$ cat src/rtl/fp_arb_pkg.sv
// Shared definitions for the FP unit arbiter.
// Holds the FSM encoding and default unit latencies.
package fp_arb_pkg;

  typedef enum logic [1:0] {
    IDLE  = 2'd0,
    ISSUE = 2'd1,
    EXEC  = 2'd2,
    DONE  = 2'd3
  } state_e;

  localparam int FP_ADD_LAT = 10;
  localparam int FP_MUL_LAT = 10;
  localparam int FP_CMP_LAT = 10;

endpackage

$ cat src/rtl/fp_rr_pick.sv
// Round-robin selector: first set req bit at or above ptr, wrapping.
// Purely combinational; returns one-hot owner and its index.
module fp_rr_pick #(
  parameter int NUM_REQ = 3,
  parameter int IDX_W   = 2
) (
  input  logic [NUM_REQ-1:0] req,
  input  logic [IDX_W-1:0]   ptr,
  output logic [NUM_REQ-1:0] owner_oh,
  output logic [IDX_W-1:0]   owner_idx
);

  function automatic int slot(
    input logic [IDX_W-1:0] p,
    input int               k
  );
    return (int'(p) + k) % NUM_REQ;
  endfunction

  // Scan farthest-first so the nearest hit overwrites the rest.
  always_comb begin
    owner_oh  = '0;
    owner_idx = '0;
    for (int k = NUM_REQ - 1; k >= 0; k--) begin
      if (req[slot(ptr, k)]) begin
        owner_oh               = '0;
        owner_oh[slot(ptr, k)] = 1'b1;
        owner_idx              = IDX_W'(slot(ptr, k));
      end
    end
  end

endmodule

$ cat src/rtl/fp_unit_arbiter.sv
// Shares one multi-cycle FP unit between NUM_REQ stage controllers.
// FP_ARB_FIXED_PRIORITY_EN: lowest-index requester wins, no pointer.
module fp_unit_arbiter
  import fp_arb_pkg::*;
#(
  parameter int NUM_REQ    = 3,
  parameter int DATA_WIDTH = 32,
  parameter int OP_LATENCY = FP_ADD_LAT,
  parameter int CNT_WIDTH  = 4
) (
  input  logic                          clk,
  input  logic                          rst_n,
  input  logic [NUM_REQ-1:0]            req,
  input  logic [NUM_REQ*DATA_WIDTH-1:0] op_a_i,
  input  logic [NUM_REQ*DATA_WIDTH-1:0] op_b_i,
  output logic [NUM_REQ-1:0]            gnt,
  output logic [NUM_REQ-1:0]            done,
  output logic [DATA_WIDTH-1:0]         result_o,
  output logic                          fu_en,
  output logic [DATA_WIDTH-1:0]         fu_a,
  output logic [DATA_WIDTH-1:0]         fu_b,
  input  logic [DATA_WIDTH-1:0]         fu_result,
  output logic                          busy
);

  localparam int IDX_W = (NUM_REQ > 1) ? $clog2(NUM_REQ) : 1;

  state_e               state;
  state_e               state_nx;
  logic [NUM_REQ-1:0]   own_oh;
  logic [IDX_W-1:0]     own_idx;
  logic [NUM_REQ-1:0]   pick_oh;
  logic [IDX_W-1:0]     pick_idx;
  logic [CNT_WIDTH-1:0] cnt;
  logic                 last;

  assign last = (cnt == CNT_WIDTH'(OP_LATENCY - 1));

`ifdef FP_ARB_FIXED_PRIORITY_EN
  always_comb begin
    pick_oh  = '0;
    pick_idx = '0;
    for (int k = NUM_REQ - 1; k >= 0; k--) begin
      if (req[k]) begin
        pick_oh    = '0;
        pick_oh[k] = 1'b1;
        pick_idx   = IDX_W'(k);
      end
    end
  end
`else
  logic [IDX_W-1:0] ptr;

  fp_rr_pick #(
    .NUM_REQ (NUM_REQ),
    .IDX_W   (IDX_W)
  ) u_pick (
    .req       (req),
    .ptr       (ptr),
    .owner_oh  (pick_oh),
    .owner_idx (pick_idx)
  );

  always_ff @(posedge clk or negedge rst_n) begin
    if (!rst_n) begin
      ptr <= '0;
    end else if (state == DONE) begin
      ptr <= (own_idx == IDX_W'(NUM_REQ - 1))
           ? '0 : own_idx + IDX_W'(1);
    end
  end
`endif

  always_ff @(posedge clk or negedge rst_n) begin
    if (!rst_n) state <= IDLE;
    else        state <= state_nx;
  end

  always_comb begin
    state_nx = state;
    gnt      = '0;
    done     = '0;
    fu_en    = 1'b0;
    busy     = 1'b0;
    unique case (state)
      IDLE: begin
        if (|req) state_nx = ISSUE;
      end
      ISSUE: begin
        gnt      = own_oh;
        busy     = 1'b1;
        state_nx = EXEC;
      end
      EXEC: begin
        gnt   = own_oh;
        busy  = 1'b1;
        fu_en = 1'b1;
        if (last) state_nx = DONE;
      end
      DONE: begin
        gnt      = own_oh;
        done     = own_oh;
        busy     = 1'b1;
        state_nx = IDLE;
      end
    endcase
  end

  // Operands are taken from the registered owner, never straight from req.
  always_ff @(posedge clk or negedge rst_n) begin
    if (!rst_n) begin
      own_oh   <= '0;
      own_idx  <= '0;
      cnt      <= '0;
      fu_a     <= '0;
      fu_b     <= '0;
      result_o <= '0;
    end else begin
      if (state == IDLE && |req) begin
        own_oh  <= pick_oh;
        own_idx <= pick_idx;
      end
      if (state == ISSUE) begin
        cnt  <= '0;
        fu_a <= op_a_i[int'(own_idx)*DATA_WIDTH +: DATA_WIDTH];
        fu_b <= op_b_i[int'(own_idx)*DATA_WIDTH +: DATA_WIDTH];
      end
      if (state == EXEC) begin
        cnt <= cnt + CNT_WIDTH'(1);
        if (last) result_o <= fu_result;
      end
    end
  end

endmodule

$ cat config.mk
export PLATFORM = sky130hd
export DESIGN_NAME = fp_unit_arbiter
export DESIGN_NICKNAME = d
export VERILOG_FILES = /design/src/rtl/fp_arb_pkg.sv /design/src/rtl/fp_rr_pick.sv /design/src/rtl/fp_unit_arbiter.sv
export SDC_FILE = /design/constraint.sdc
export NUM_CORES = 1
export LEC_CHECK = 0
export CAP_MARGIN = 30
export CORE_MARGIN = 10
export CORE_UTILIZATION = 35
export CTS_CLUSTER_DIAMETER = 80
export DETAILED_ROUTE_END_ITERATION = 10
export PLACE_DENSITY = 0.8
export SLEW_MARGIN = 20
export SYNTH_ARGS = -nofsm -noshare
export SYNTH_HDL_FRONTEND = slang
export SYNTH_HIERARCHICAL = 1
export SYNTH_SLANG_ARGS = --single-unit
export TNS_END_PERCENT = 1
$ cat constraint.sdc
create_clock -name clk -period 1.7 [get_ports clk]
set_input_delay 0.255 -clock clk [delete_from_list [all_inputs] [get_ports clk]]
set_output_delay 0.255 -clock clk [all_outputs]
set_load 0.05 [all_outputs]
==> run summary <==
Worst Path Required: 1930 ps
internal power: 9.30 mW
Startpoint Class: flip-flop
Initial Utilization: 35.8%
Design Power: 18.3 mW
DR DRC count: 0
ranking of synthesized cells by area: dfrtp_1 46%, mux2i_1 11%, mux2_2 7.6%
ys async rst share: 100%
Max clock buf depth: 2
Ports: 333
die width: 150 µm
RR Startpoint: ptr[0]
Syn Nets: 829
initial antenna violation count: 0
ANT nets after route: 0
H-tree depth: 3
Netlist Area Pre-Place: 5940 µm²
HP Class: in2async
CTS tree: done
vias per cell: 4.83
crit path max fanout: 5
final-report max-slew violation count: 0
top cell type by total area after synthesis: dfrtp_1
largest net degree at the start of global routing: 48
die height: 150 µm
PortBufs: 332
unrepaired setup endpoints after global routing: true
switching pwr: 8.95 mW
Syn Area/Cell: 10.1 µm²
Slew headroom: 71.7%
global-route wire length before repair: 32.8 mm
#FFs+latches synth: 109
clock-pin transition on the worst setup and hold timing paths: 80 ps
Critical Path End Type: flip-flop
layout cells sized above 1: 26.1%
core area: 16,600 µm²
synth-to-layout area growth: 67.2%
DRT Pass-1 Iters: 4
gr usage total: 18.6%
register area share after synthesis: 46.0%
clk sink count: 109
P_leak: 4.12 nW
initial DRC count: 279
DP Wirelength: 17.6 mm
kind of critical path: reg2reg
Avg WL per Cell: 19.3 µm
worst setup margin: -46.0 ps
clock share of power: 11.5%
Rows: 47
YS warnings: 6
Post-synth EDFFs: 0
Hold Violations, Final: 0
total wire length: 22.3 mm
P per Cell Area: 1840 nW/µm²
Worst EP arrival: 1980 ps
top-area cell type share of the netlist area: 46.0%
Nets: 1,166
maximum VDD drop: 1.08 mV
hold_ws: 387 ps
total die area: 22,600 µm²
Fmax achieved: 0.573 GHz
Worst-Margin Slew: 425 ps
clock skew: 10.7 ps
Placer Congestion: 0.843
final setup fails: 3
vias in the first global route: 5,547
violated checks: setup timing
combinational power share: 64.2%
Seq pwr share: 24.3%
global route total overflow: 0
Final min period: 1750 ps
worst skew pair latency: 350 ps
root buf cell: clkbuf_16
DR vias: 5,557
switching part of the total: 49.0%
CTS Buf Count: 9
Synth Flop Type: dfrtp_1
Post-Synthesis Cells: 589
Setup WS pre-CTS: -165 ps
ant diodes: 0
status: complete, but fails checks
Worst Setup SP: ptr[0]
Max-Cap Viols: 0
Yosys cell types: 40
period utilization: 103%
routing by layer:
layer  up-vias  track usage (%)  part of all wire [%]
met3        23             4.53                   7.0
met4         0             5.69                   2.0
met2       207             32.7                    52
met1      2621             22.0                    39
li1       2706                -                     -
met5         -                0                     0
synth_stat cells, types with 2 or more instances:
library cell	n
nand3_1	4
o21ai_0	5
clkbuf_1	22
inv_1	12
nand2_1	68
nand3b_1	3
buf_12	5
a31oi_1	63
ha_1	11
mux2i_1	68
a21oi_1	6
or2_1	6
buf_6	3
or2_0	37
nor2b_1	5
nor2_1	67
and2_1	3
a22o_1	2
o21ai_1	2
dfrtp_1	109
buf_2	11
mux2_2	40
or2_2	20
stage by stage:
stage               instance area, µm²  utilization (%)  setup TNS [ps]  instances
finish                            9930             59.9           -99.3       1151
global route                      9930             59.9            -629       1151
CTS                               9860             59.5            -353       1151
detailed placement                9520             57.4            -664       1133
global placement                  9520             57.4            -501       1133
floorplan                         5940                -           -3840        589
final cells by class:
cell class                      count  area (µm²)
Clock inverter                      5        43.8
Sequential cell                   109        2730
Timing Repair Buffer              368        3570
Inverter                           12        45.0
Clock buffer                       11         253
Multi-Input combinational cell    426        3000
Fill cell                        1431        6660
Tap cell                          220         275
cell families (layout without fill, tap and decap cells):
kind of cell | count (synthesis) | in the layout | share of synthesized area [%]
compound gates | 88 | 88 | 9.49
buf+inv | 54 | 396 | 5.46
mux | 109 | 109 | 19.3
fa+ha+maj | 11 | 11 | 2.32
simple gates | 218 | 218 | 17.5
flops | 109 | 109 | 46.0
worst max-delay path, cell delays in order, from the launching register on:
cell     delay (ps)
dfrtp_1         420
inv_2           120
ha_4            160
mux2i_2         210
o21ai_2          80
buf_4           150
o21ai_1         140
o31ai_1          80
mux2_2          260
placed cells by master (no fill, tap or decap), types with 2 or more instances in the layout:
| cell type | instances |
|---|---|
| clkbuf_8 | 2 |
| a22o_1 | 2 |
| o21ai_0 | 4 |
| nand2b_4 | 2 |
| mux2_2 | 40 |
| or2_0 | 37 |
| clkinv_4 | 2 |
| nor2b_4 | 4 |
| dfrtp_1 | 107 |
| and2_1 | 2 |
| ha_1 | 3 |
| nor2_1 | 67 |
| nand3_1 | 4 |
| nand2_1 | 68 |
| buf_12 | 19 |
| inv_2 | 5 |
| clkdlybuf4s50_1 | 227 |
| ha_4 | 5 |
| ha_2 | 3 |
| clkinvlp_4 | 2 |
| a31oi_1 | 63 |
| nand3b_1 | 3 |
| clkbuf_16 | 9 |
| buf_4 | 120 |
| or2_1 | 6 |
| or2_2 | 20 |
| inv_1 | 7 |
| o21ai_1 | 3 |
| a21oi_1 | 6 |
| mux2i_1 | 67 |
registers in the layout, summed over array words and instances (netlist names):
| register | flops |
|---|---|
| cnt | 4 |
| fu_a | 32 |
| fu_b | 32 |
| own_idx | 2 |
| own_oh | 3 |
| ptr | 2 |
| result_o | 32 |
| state | 2 |
power groups by stage:
stage                     registers (mW)  logic (mW)  clock network, mW
after floorplan                     7.74        4.11                  0
after global placement              4.41        11.4                  0
after detailed placement            4.47        11.6                  0
after CTS                           4.43        11.7               2.18
after global routing                4.58        12.4               2.29
final                               4.44        11.7               2.10
worst paths after layout:
kind | endpoint | slack [ps] | depth (start not counted)
worst max-delay path | own_oh[0] | -50 | 8
worst min-delay path | result_o[14] | 390 | 2
worst max register to register | own_oh[0] | -50 | 8
worst min register to register | result_o[25] | 510 | 1
max in group asynchronous | fu_a[15] | 720 | 3
min in group clk | fu_a[10] | 460 | 3
repair_timing:
action	in CTS	in global routing
setup endpoints to repair	12	13
buffers inserted	1	0
hold buffers	1	0
cloned	0	0
hold endpoints to repair	26	0
resized for setup	7	18
pin swaps	1	3
No activity file was read; power rests on OpenSTA's default activity.
